File: src/rtl/posit_normalize_pkg.sv
// Shared posit definitions: field-width helpers, special bit patterns and the
// flag record that rides alongside a value through the normalizer pipeline.
package posit_defines;

  // Scale must span +/-(N-2)*2^ES with headroom so out-of-range inputs can be seen.
  function automatic int get_scale_width(input int n, input int es);
    return $clog2(n - 1) + es + 1;
  endfunction

  // Widest fraction a posit can carry: sign, two regime bits and ES exponent bits removed.
  function automatic int get_fraction_width(input int n, input int es);
    return n - 3 - es;
  endfunction

  function automatic logic [63:0] posit_maxpos(input int n);
    return (64'd1 << (n - 1)) - 64'd1;
  endfunction

  function automatic logic [63:0] posit_minpos(input int n);
    return (n > 1) ? 64'd1 : 64'd0;
  endfunction

  function automatic logic [63:0] posit_nar(input int n);
    return 64'd1 << (n - 1);
  endfunction

  typedef struct packed {
    logic sign;
    logic inf;
    logic zero;
    logic clamp_hi;
    logic clamp_lo;
  } posit_flags_t;

endpackage

File: src/rtl/posit_normalize_rne.sv
// Round-to-nearest-even on an N-1 bit posit magnitude, with saturation so the
// result is never zero and never exceeds maxpos.
module posit_rne_round
  import posit_defines::*;
#(
  parameter int POSIT_WIDTH = 8
) (
  input  logic [POSIT_WIDTH-2:0] mag,
  input  logic                   g,
  input  logic                   s,
  input  logic                   clamp_hi,
  input  logic                   clamp_lo,
  output logic [POSIT_WIDTH-2:0] rounded
);

  localparam int N = POSIT_WIDTH;
  localparam logic [N-2:0] MAX_MAG = (N-1)'(posit_maxpos(N));
  localparam logic [N-2:0] MIN_MAG = (N-1)'(posit_minpos(N));

  logic         round_up;
  logic [N-1:0] sum;

  always_comb begin
    round_up = g && (s || mag[0]);
    sum      = {1'b0, mag} + {{(N-1){1'b0}}, round_up};
    if (clamp_hi) begin
      rounded = MAX_MAG;
    end else if (clamp_lo) begin
      rounded = MIN_MAG;
    end else if (sum[N-1]) begin
      rounded = MAX_MAG;
    end else if (sum[N-2:0] == '0) begin
      rounded = MIN_MAG;
    end else begin
      rounded = sum[N-2:0];
    end
  end

endmodule

File: src/rtl/posit_normalize.sv
// Three-stage encoder from denormalized {sign, inf, zero, scale, fraction} to
// packed posit bits: classify/clamp, regime assembly, then round and finish.
module posit_normalize
  import posit_defines::*;
#(
  parameter int  POSIT_WIDTH = 8,
  parameter int  POSIT_ES    = 0,
  localparam int SCALE_W     = get_scale_width(POSIT_WIDTH, POSIT_ES),
  localparam int FRAC_W      = get_fraction_width(POSIT_WIDTH, POSIT_ES)
) (
  input  logic                   clk,
  input  logic                   rst,
  input  logic                   in_valid,
  output logic                   in_ready,
  input  logic                   in_sign,
  input  logic                   in_inf,
  input  logic                   in_zero,
  input  logic [SCALE_W-1:0]     in_scale,
  input  logic [FRAC_W-1:0]      in_fraction,
  output logic                   out_valid,
  input  logic                   out_ready,
  output logic [POSIT_WIDTH-1:0] out_posit
);

  localparam int N    = POSIT_WIDTH;
  localparam int ES   = POSIT_ES;
  localparam int EF_W = ES + FRAC_W;
  localparam int W2   = 2 * N;
  localparam logic signed [SCALE_W-1:0] MAX_SCALE = SCALE_W'((N - 2) << ES);
  localparam logic [N-1:0] NAR = N'(posit_nar(N));

  typedef struct packed {
    posit_flags_t               flags;
    logic signed [SCALE_W-1:0]  k;
    logic [EF_W-1:0]            ef;
  } s1_rec_t;

  typedef struct packed {
    posit_flags_t flags;
    logic [N-2:0] mag;
    logic         g;
    logic         s;
  } s2_rec_t;

  // Handshake: a stage loads when it is empty or its content moves on this cycle.
  logic v1_q, v1_d, v2_q, v2_d, v3_q, v3_d;
  logic ld1, ld2, ld3;

  always_comb begin
    ld3      = !v3_q || out_ready;
    ld2      = !v2_q || ld3;
    ld1      = !v1_q || ld2;
    in_ready = ld1;
    v1_d     = ld1 ? in_valid : v1_q;
    v2_d     = ld2 ? v1_q : v2_q;
    v3_d     = ld3 ? v2_q : v3_q;
  end

  // S1: clamp the scale, split into regime k and the exponent+fraction tail.
  logic signed [SCALE_W-1:0] scale_s, scale_c;
  logic [EF_W-1:0]           ef_c;
  s1_rec_t                   s1_c, s1_d, s1_q;

  always_comb begin
    scale_s             = signed'(in_scale);
    s1_c                = '0;
    s1_c.flags.sign     = in_sign;
    s1_c.flags.inf      = in_inf;
    s1_c.flags.zero     = in_zero && !in_inf;
    s1_c.flags.clamp_hi = scale_s > MAX_SCALE;
    s1_c.flags.clamp_lo = scale_s < -MAX_SCALE;
    if (s1_c.flags.clamp_hi) begin
      scale_c = MAX_SCALE;
    end else if (s1_c.flags.clamp_lo) begin
      scale_c = -MAX_SCALE;
    end else begin
      scale_c = scale_s;
    end
    s1_c.k  = scale_c >>> ES;
    s1_c.ef = ef_c;
    s1_d    = ld1 ? s1_c : s1_q;
  end

  if (ES == 0) begin : g_no_exp
    assign ef_c = in_fraction;
  end else begin : g_exp
    assign ef_c = {scale_c[ES-1:0], in_fraction};
  end

  // S2: an arithmetic shift of {10,...} or {01,...} grows the regime run in place.
  logic [SCALE_W-1:0] shamt;
  logic [W2-1:0]      seed, word;
  s2_rec_t            s2_c, s2_d, s2_q;

  always_comb begin
    shamt      = s1_q.k[SCALE_W-1] ? ~s1_q.k : s1_q.k;
    seed       = {(s1_q.k[SCALE_W-1] ? 2'b01 : 2'b10), s1_q.ef, {(W2-2-EF_W){1'b0}}};
    word       = $signed(seed) >>> shamt;
    s2_c.flags = s1_q.flags;
    s2_c.mag   = word[W2-1 -: N-1];
    s2_c.g     = word[N];
    s2_c.s     = |word[N-1:0];
    s2_d       = ld2 ? s2_c : s2_q;
  end

  // S3: round, apply sign, resolve specials.
  logic [N-2:0] rounded;
  logic [N-1:0] mag_full, posit_c, posit_d, posit_q;

  posit_rne_round #(
    .POSIT_WIDTH(N)
  ) u_round (
    .mag      (s2_q.mag),
    .g        (s2_q.g),
    .s        (s2_q.s),
    .clamp_hi (s2_q.flags.clamp_hi),
    .clamp_lo (s2_q.flags.clamp_lo),
    .rounded  (rounded)
  );

  always_comb begin
    mag_full = {1'b0, rounded};
    if (s2_q.flags.inf) begin
      posit_c = NAR;
    end else if (s2_q.flags.zero) begin
      posit_c = '0;
    end else if (s2_q.flags.sign) begin
      posit_c = ~mag_full + 1'b1;
    end else begin
      posit_c = mag_full;
    end
    posit_d = ld3 ? posit_c : posit_q;
  end

  always_ff @(posedge clk or posedge rst) begin
    if (rst) begin
      v1_q    <= 1'b0;
      v2_q    <= 1'b0;
      v3_q    <= 1'b0;
      s1_q    <= '0;
      s2_q    <= '0;
      posit_q <= '0;
    end else begin
      v1_q    <= v1_d;
      v2_q    <= v2_d;
      v3_q    <= v3_d;
      s1_q    <= s1_d;
      s2_q    <= s2_d;
      posit_q <= posit_d;
    end
  end

  assign out_valid = v3_q;
  assign out_posit = posit_q;

endmodule

File: config.mk
export PLATFORM = sky130hd
export DESIGN_NAME = posit_normalize
export DESIGN_NICKNAME = d
export VERILOG_FILES = /design/src/rtl/posit_normalize_pkg.sv /design/src/rtl/posit_normalize_rne.sv /design/src/rtl/posit_normalize.sv
export SDC_FILE = /design/constraint.sdc
export NUM_CORES = 1
export LEC_CHECK = 0
export CAP_MARGIN = 20
export CORE_ASPECT_RATIO = 0.8
export CORE_UTILIZATION = 40
export CTS_CLUSTER_SIZE = 40
export DETAILED_ROUTE_END_ITERATION = 6
export GPL_ROUTABILITY_DRIVEN = 0
export SYNTH_ARGS = -nofsm -noshare
export SYNTH_HDL_FRONTEND = slang
export SYNTH_SLANG_ARGS = --single-unit
export TNS_END_PERCENT = 1
File: constraint.sdc
create_clock -name clk -period 6.5 [get_ports clk]
set_input_delay 1.625 -clock clk [delete_from_list [all_inputs] [get_ports clk]]
set_output_delay 1.625 -clock clk [all_outputs]
set_load 0.02 [all_outputs]
==> results of run 1 <==
## state kept, by name (all words and copies together) (netlist names)
| register | count |
|---|---|
| s1_q | 14 |
| s2_q | 14 |
| out_posit | 8 |
| out_valid | 1 |
| v1_q | 1 |
| v2_q | 1 |
## worst paths after layout
check / endpoint / slack, ns
setup / recovery: in_ready / 1.23
hold reg to reg: v2_q / 0.47
hold / removal: v2_q / 0.47
max in group asynchronous: s2_q[2] / 4.41
setup reg to reg: out_posit[6] / 3.33
min in group asynchronous: s1_q[13] / 1.74
## report_power, final
part	leakage [nW]	total (W)	internal (W)	switching [W]
Combinational	0.628	0.000321	0.000152	0.000169
Sequential	0.475	0.000353	0.000293	0.0000596
Clock	0.0654	0.000241	0.000153	0.0000877
## area by class of cell
class	instances	area, µm²
clock buffer	6	72.6
clock inverter	2	60.1
fill	546	2750
inverter	13	48.8
multi-input combinational	197	1190
sequential	39	976
tap	78	97.6
timing repair buffer	28	273
## routing by layer
metal  wire length [µm]  part of all wire (%)  GRT usage [%]  vias to the layer above
met3                183                   3.9           5.00                        2
met2               1950                    42           24.5                       39
met4                 49                   1.0           6.67                        0
met5                  0                     0              0                        -
li1                   -                     -              -                      968
met1               2490                    53           26.4                      878
## worst max-delay path, delay by kind of cell
family,cells,cell delay [ns]
buffers and inverters,5,1.78
AND/OR/NAND/NOR,2,0.22
## cell families (layout without fill, tap and decap cells)
family,Yosys count,after routing,synth area share [%]
buffers and inverters,28,49,5.11
multiplexers,8,8,4.12
AO/OA/AOI/OAI,68,68,19.1
AND/OR/NAND/NOR,103,103,21.1
flip-flops,39,39,42.8
adder cells (fa/ha/maj),7,7,3.51
XOR/XNOR,11,11,4.23
## Yosys cell counts, types with 2 or more instances
| cell type | instances | area share, % |
|---|---|---|
| and3_1 | 4 | 1.1 |
| dfrtp_1 | 39 | 43 |
| o221ai_1 | 2 | 0.77 |
| buf_2 | 3 | 0.66 |
| o211ai_1 | 3 | 0.99 |
| a22oi_1 | 2 | 0.66 |
| nand3_1 | 5 | 1.1 |
| o21a_1 | 3 | 0.99 |
| nor2_1 | 7 | 1.2 |
| xnor2_1 | 6 | 2.3 |
| a31oi_1 | 3 | 0.82 |
| o21ai_0 | 25 | 5.5 |
| clkbuf_1 | 10 | 1.6 |
| mux2i_1 | 6 | 2.6 |
| xor2_1 | 5 | 1.9 |
| nor3_1 | 9 | 2.0 |
| o22ai_1 | 2 | 0.55 |
| nor2b_1 | 3 | 0.82 |
| maj3_1 | 3 | 1.3 |
| or3_1 | 4 | 1.1 |
| or2_2 | 2 | 0.55 |
| a21oi_1 | 11 | 2.4 |
| nand2_1 | 56 | 9.2 |
| ha_1 | 4 | 2.2 |
| inv_1 | 12 | 2.0 |
| nand2b_1 | 5 | 1.4 |
| a22o_1 | 2 | 0.77 |
| a211oi_1 | 4 | 1.3 |
## metrics by stage
step	instance area (µm²)	worst slack [ns]	cells	hold slack [ns]	util (%)
2_1_floorplan	2280	2.30	264	0.426	-
4_1_cts	2710	1.22	363	0.464	49.7
3_3_place_gp	2580	1.23	355	0.451	47.2
3_5_place_dp	2580	1.23	355	0.446	47.2
5_1_grt	2710	1.12	363	0.488	49.7
6_report	2710	1.23	363	0.468	49.7
==> flow_summary.json, run 1 <==
{
  "grt_pass1_wl_mm": 8.20,
  "diodes": 0,
  "first_global_vias": 1737,
  "yosysUniqueCellTypes": 52,
  "grt_usage_pct": 17.8,
  "hold_viol": 0,
  "fin_crit_sh_pct": 81.1,
  "die-area_um2": 6000,
  "power.density_nw_per_um2": 337,
  "crit_path_end_kind": "output port",
  "start_util_pct": 41.7,
  "slew_violations": 0,
  "tns_ns": 0,
  "clk_latency_ns": 0.30,
  "maxCapViolations": 0,
  "via_count": 1887,
  "wl_per_cell_um": 12.9,
  "ant_nets": 0,
  "crit_path_start_kind": "primary input",
  "fin_nets": 304,
  "min_from": "v1_q",
  "hold_class": "reg2reg",
  "hpwlAfterDp_mm": 3.46,
  "syn_to_final_growth_pct": 19.1,
  "critPathMaxStageDelay_ns": 0.68,
  "min_period_ns": 5.27,
  "synthCells": 264,
  "first_iter_violations": 88,
  "peakVddDrop_v": 0.000151,
  "grt_max_degree": 40,
  "drc": 0,
  "clk_pin_slew_ns": 0.08,
  "r2r_start": "s2_q[2]",
  "wirelength_mm": 4.67,
  "total_power_w": 0.000915,
  "ys_seq_elements": 39,
  "yosysWarnings": 0,
  "syn-num-nets": 284,
  "ctsRootBufferMaster": "clkbuf_8",
  "overflow": 0,
  "rsz0062_at_grt": "false",
  "setup_violations": 0,
  "drive_gt1_share_pct": 6.32,
  "worst-r2r-cell-count": 12,
  "routed_via_density": 5.20,
  "die_h_um": 69.5,
  "fmax_mhz": 190,
  "syn_area_um2": 2280,
  "num_rows": 24,
  "antenna_found_initial": 0,
  "htree_levels": 2,
  "seq_area_frac_synth_pct": 42.8,
  "cts_tree": "yes",
  "die_w_um": 86.4,
  "core_area_um2": 5470,
  "power.leakage_nw": 1.17,
  "crit_chain": "clkdlybuf4s50_1, nor2b_1, buf_4, and3_1, buf_4, inv_1, clkdlybuf4s50_1",
  "mostFrequentLayoutCell": "nand2_1",
  "worst_slew_pin_slew_ns": 0.626,
  "worstSetupPathType": "in2out",
  "clockBufferDepth": 2,
  "crit_fanout": 17,
  "post_cts_buffers": 0,
  "worstHoldPathCells": 1,
  "ios": 26,
  "synth_edf_count": 0,
  "maxSlewHeadroom_pct": 57.2,
  "synth_ff_type": "dfrtp_1",
  "syn_area_per_cell_um2": 8.63,
  "skew_ns": 0.00930,
  "mostFrequentLayoutCells": "nand2_1 (56), dfrtp_1 (39), o21ai_0 (25), clkdlybuf4s50_1 (25), inv_1 (12)",
  "cp-startpoint": "out_ready",
  "worstPathArrival_ns": 3.65,
  "io_buffers": 25,
  "clock_sinks": 39,
  "status": "finished, final reports clean",
  "synth-async-reset-ratio_pct": 100,
  "cp_data_required_time_ns": 4.88,
  "firstDrtPassIters": 4,
  "ctsHoldBuffers": 0,
  "cts_buffers": 5,
  "crit_slowest_cell": "clkdlybuf4s50_1",
  "ctsResizeCount": 0
}
Note: power is estimated with default switching activity, not from simulation.
==> run 2, diff against run 1 <==
==> constraint.sdc (replaced) <==
create_clock -name clk -period 4.55 [get_ports clk]
set_input_delay 1.1375 -clock clk [delete_from_list [all_inputs] [get_ports clk]]
set_output_delay 1.1375 -clock clk [all_outputs]
set_load 0.02 [all_outputs]
==> run 2 against run 1 <==
Net effect: utilization down 0.16 points; die area unchanged; setup slack worse by 0.35 ns; highest routed layer unchanged; global-route usage down 0.31 points; largest power group unchanged; worst hold slack worse by 0.0014 ns; power up 38%; flip-flop and latch count unchanged; cell count up 0.28%; sequential power up 42%; routed wire length down 1.6%; design area down 0.32%; critical path type unchanged.
==> flow_summary.json, run 2 (synthesized netlist as in run 1, its figures left out) <==
{
  "first_global_vias": 1830,
  "clk_latency_ns": 0.29,
  "cp_data_required_time_ns": 3.41,
  "worstPathArrival_ns": 2.54,
  "peakVddDrop_v": 0.000178,
  "io_buffers": 25,
  "mostFrequentLayoutCells": "nand2_1 (56), dfrtp_1 (39), o21ai_0 (25), clkdlybuf4s50_1 (25), inv_1 (12)",
  "skew_ns": 0.00871,
  "num_rows": 24,
  "rsz0062_at_grt": "false",
  "fmax_mhz": 272,
  "status": "finished, final reports clean",
  "worst-r2r-cell-count": 12,
  "worstHoldPathCells": 1,
  "ios": 26,
  "crit_chain": "clkdlybuf4s50_1, nor2b_1, and3_1, inv_1, clkdlybuf4s50_1",
  "wirelength_mm": 4.60,
  "mostFrequentLayoutCell": "nand2_1",
  "fin_crit_sh_pct": 80.8,
  "worstSetupPathType": "in2out",
  "slew_violations": 0,
  "rr_endpoint": "out_posit[6]",
  "via_count": 1888,
  "maxSlewHeadroom_pct": 60.7,
  "tns_ns": 0,
  "hpwlAfterDp_mm": 3.39,
  "firstDrtPassIters": 4,
  "holdPathEnd": "v2_q",
  "hold_class": "reg2reg",
  "diodes": 0,
  "worst_slew_pin_slew_ns": 0.574,
  "clock_sinks": 39,
  "setup_violations": 0,
  "start_util_pct": 41.7,
  "power.leakage_nw": 1.17,
  "crit_path_end_kind": "output port",
  "power.density_nw_per_um2": 466,
  "fin_nets": 305,
  "ant_nets": 0,
  "die-area_um2": 6000,
  "core_area_um2": 5470,
  "drc": 0,
  "crit_path_start_kind": "primary input",
  "ctsResizeCount": 0,
  "overflow": 0,
  "path_delay_family": "buffers and inverters",
  "drive_gt1_share_pct": 6.99,
  "first_iter_violations": 65,
  "htree_levels": 2,
  "maxCapViolations": 0,
  "cts_buffers": 5,
  "min_from": "v1_q",
  "cts_tree": "yes",
  "crit_fanout": 2,
  "dp_slack_ns": 0.882,
  "crit_slowest_cell": "clkdlybuf4s50_1",
  "grt_usage_pct": 17.5,
  "routed_via_density": 5.19,
  "clockBufferDepth": 2,
  "wl_per_cell_um": 12.6,
  "r2r_start": "s2_q[2]",
  "grt_max_degree": 40,
  "worst_slack_ns": 0.873,
  "crit_top_cell": "clkdlybuf4s50_1",
  "clk_pin_slew_ns": 0.09,
  "ctsRootBufferMaster": "clkbuf_8",
  "total_power_w": 0.00126,
  "die_h_um": 69.5,
  "critPathBufInv": 3,
  "min_period_ns": 3.68,
  "critPathMaxStageDelay_ns": 0.60,
  "grt_pass1_wl_mm": 8.34,
  "ctsHoldBuffers": 0,
  "antenna_found_initial": 0,
  "die_w_um": 86.4,
  "hold_viol": 0,
  "post_cts_buffers": 0,
  "nFillCells": 544,
  "syn_to_final_growth_pct": 18.7,
  "regToRegSetupSlack_ns": 1.52
}
==> run 2: worst reg2reg max path: stages (launching register included) <==
cell       delay [ns]
dfrtp_1          0.38
o21a_1           0.14
ha_1             0.23
ha_1             0.25
nand3_1          0.14
nor3_1           0.27
a211oi_2         0.08
a2111oi_0        0.55
ha_1             0.29
o211ai_1         0.11
a21oi_1          0.20
xor2_1           0.09
a22o_1           0.20
==> run 2: stage by stage <==
step / hold slack [ns] / cells / util [%] / instance area (µm²)
5_1_grt: 0.493 / 364 / 49.5 / 2710
2_1_floorplan: 0.426 / 264 / - / 2280
4_1_cts: 0.467 / 364 / 49.5 / 2710
6_report: 0.466 / 364 / 49.5 / 2710
3_3_place_gp: 0.440 / 356 / 47.4 / 2590
3_5_place_dp: 0.445 / 356 / 47.4 / 2590
==> run 2: report_power, final <==
group          total (W)  internal (W)  leakage [nW]  switching (W)
Sequential      0.000503      0.000419         0.475      0.0000844
Clock           0.000299      0.000166        0.0587       0.000133
Combinational   0.000459      0.000219         0.632       0.000241
Total            0.00126      0.000804          1.17       0.000458
==> run 2: worst max path at each step <==
stage	start	end	slack, ns	cells after the start
2_1_floorplan	out_ready	in_ready	1.32	5
3_3_place_gp	out_ready	in_ready	0.88	5
3_5_place_dp	out_ready	in_ready	0.88	5
4_1_cts	out_ready	in_ready	0.87	5
5_1_grt	out_ready	in_ready	0.80	5
6_report	out_ready	in_ready	0.87	5
==> run 2: area by class of cell <==
class / instances / area, µm² / area share (%)
clock buffers: 5 / 68.8 / 2.54
multi-input cells: 197 / 1190 / 43.8
clock inverters: 3 / 47.5 / 1.76
repair buffers: 29 / 280 / 10.4
well taps: 78 / 97.6 / 3.61
inverters: 13 / 48.8 / 1.80
flip-flops and latches: 39 / 976 / 36.1
==> run 2: routing by layer <==
metal	share of wire (%)	GRT usage, %	vias to the layer above	wire [µm]
met3	2.9	3.21	7	132
met5	0	0	-	0
met1	54	25.9	881	2500
met4	1.5	6.11	0	67
li1	-	-	963	-
met2	41	25.6	37	1900
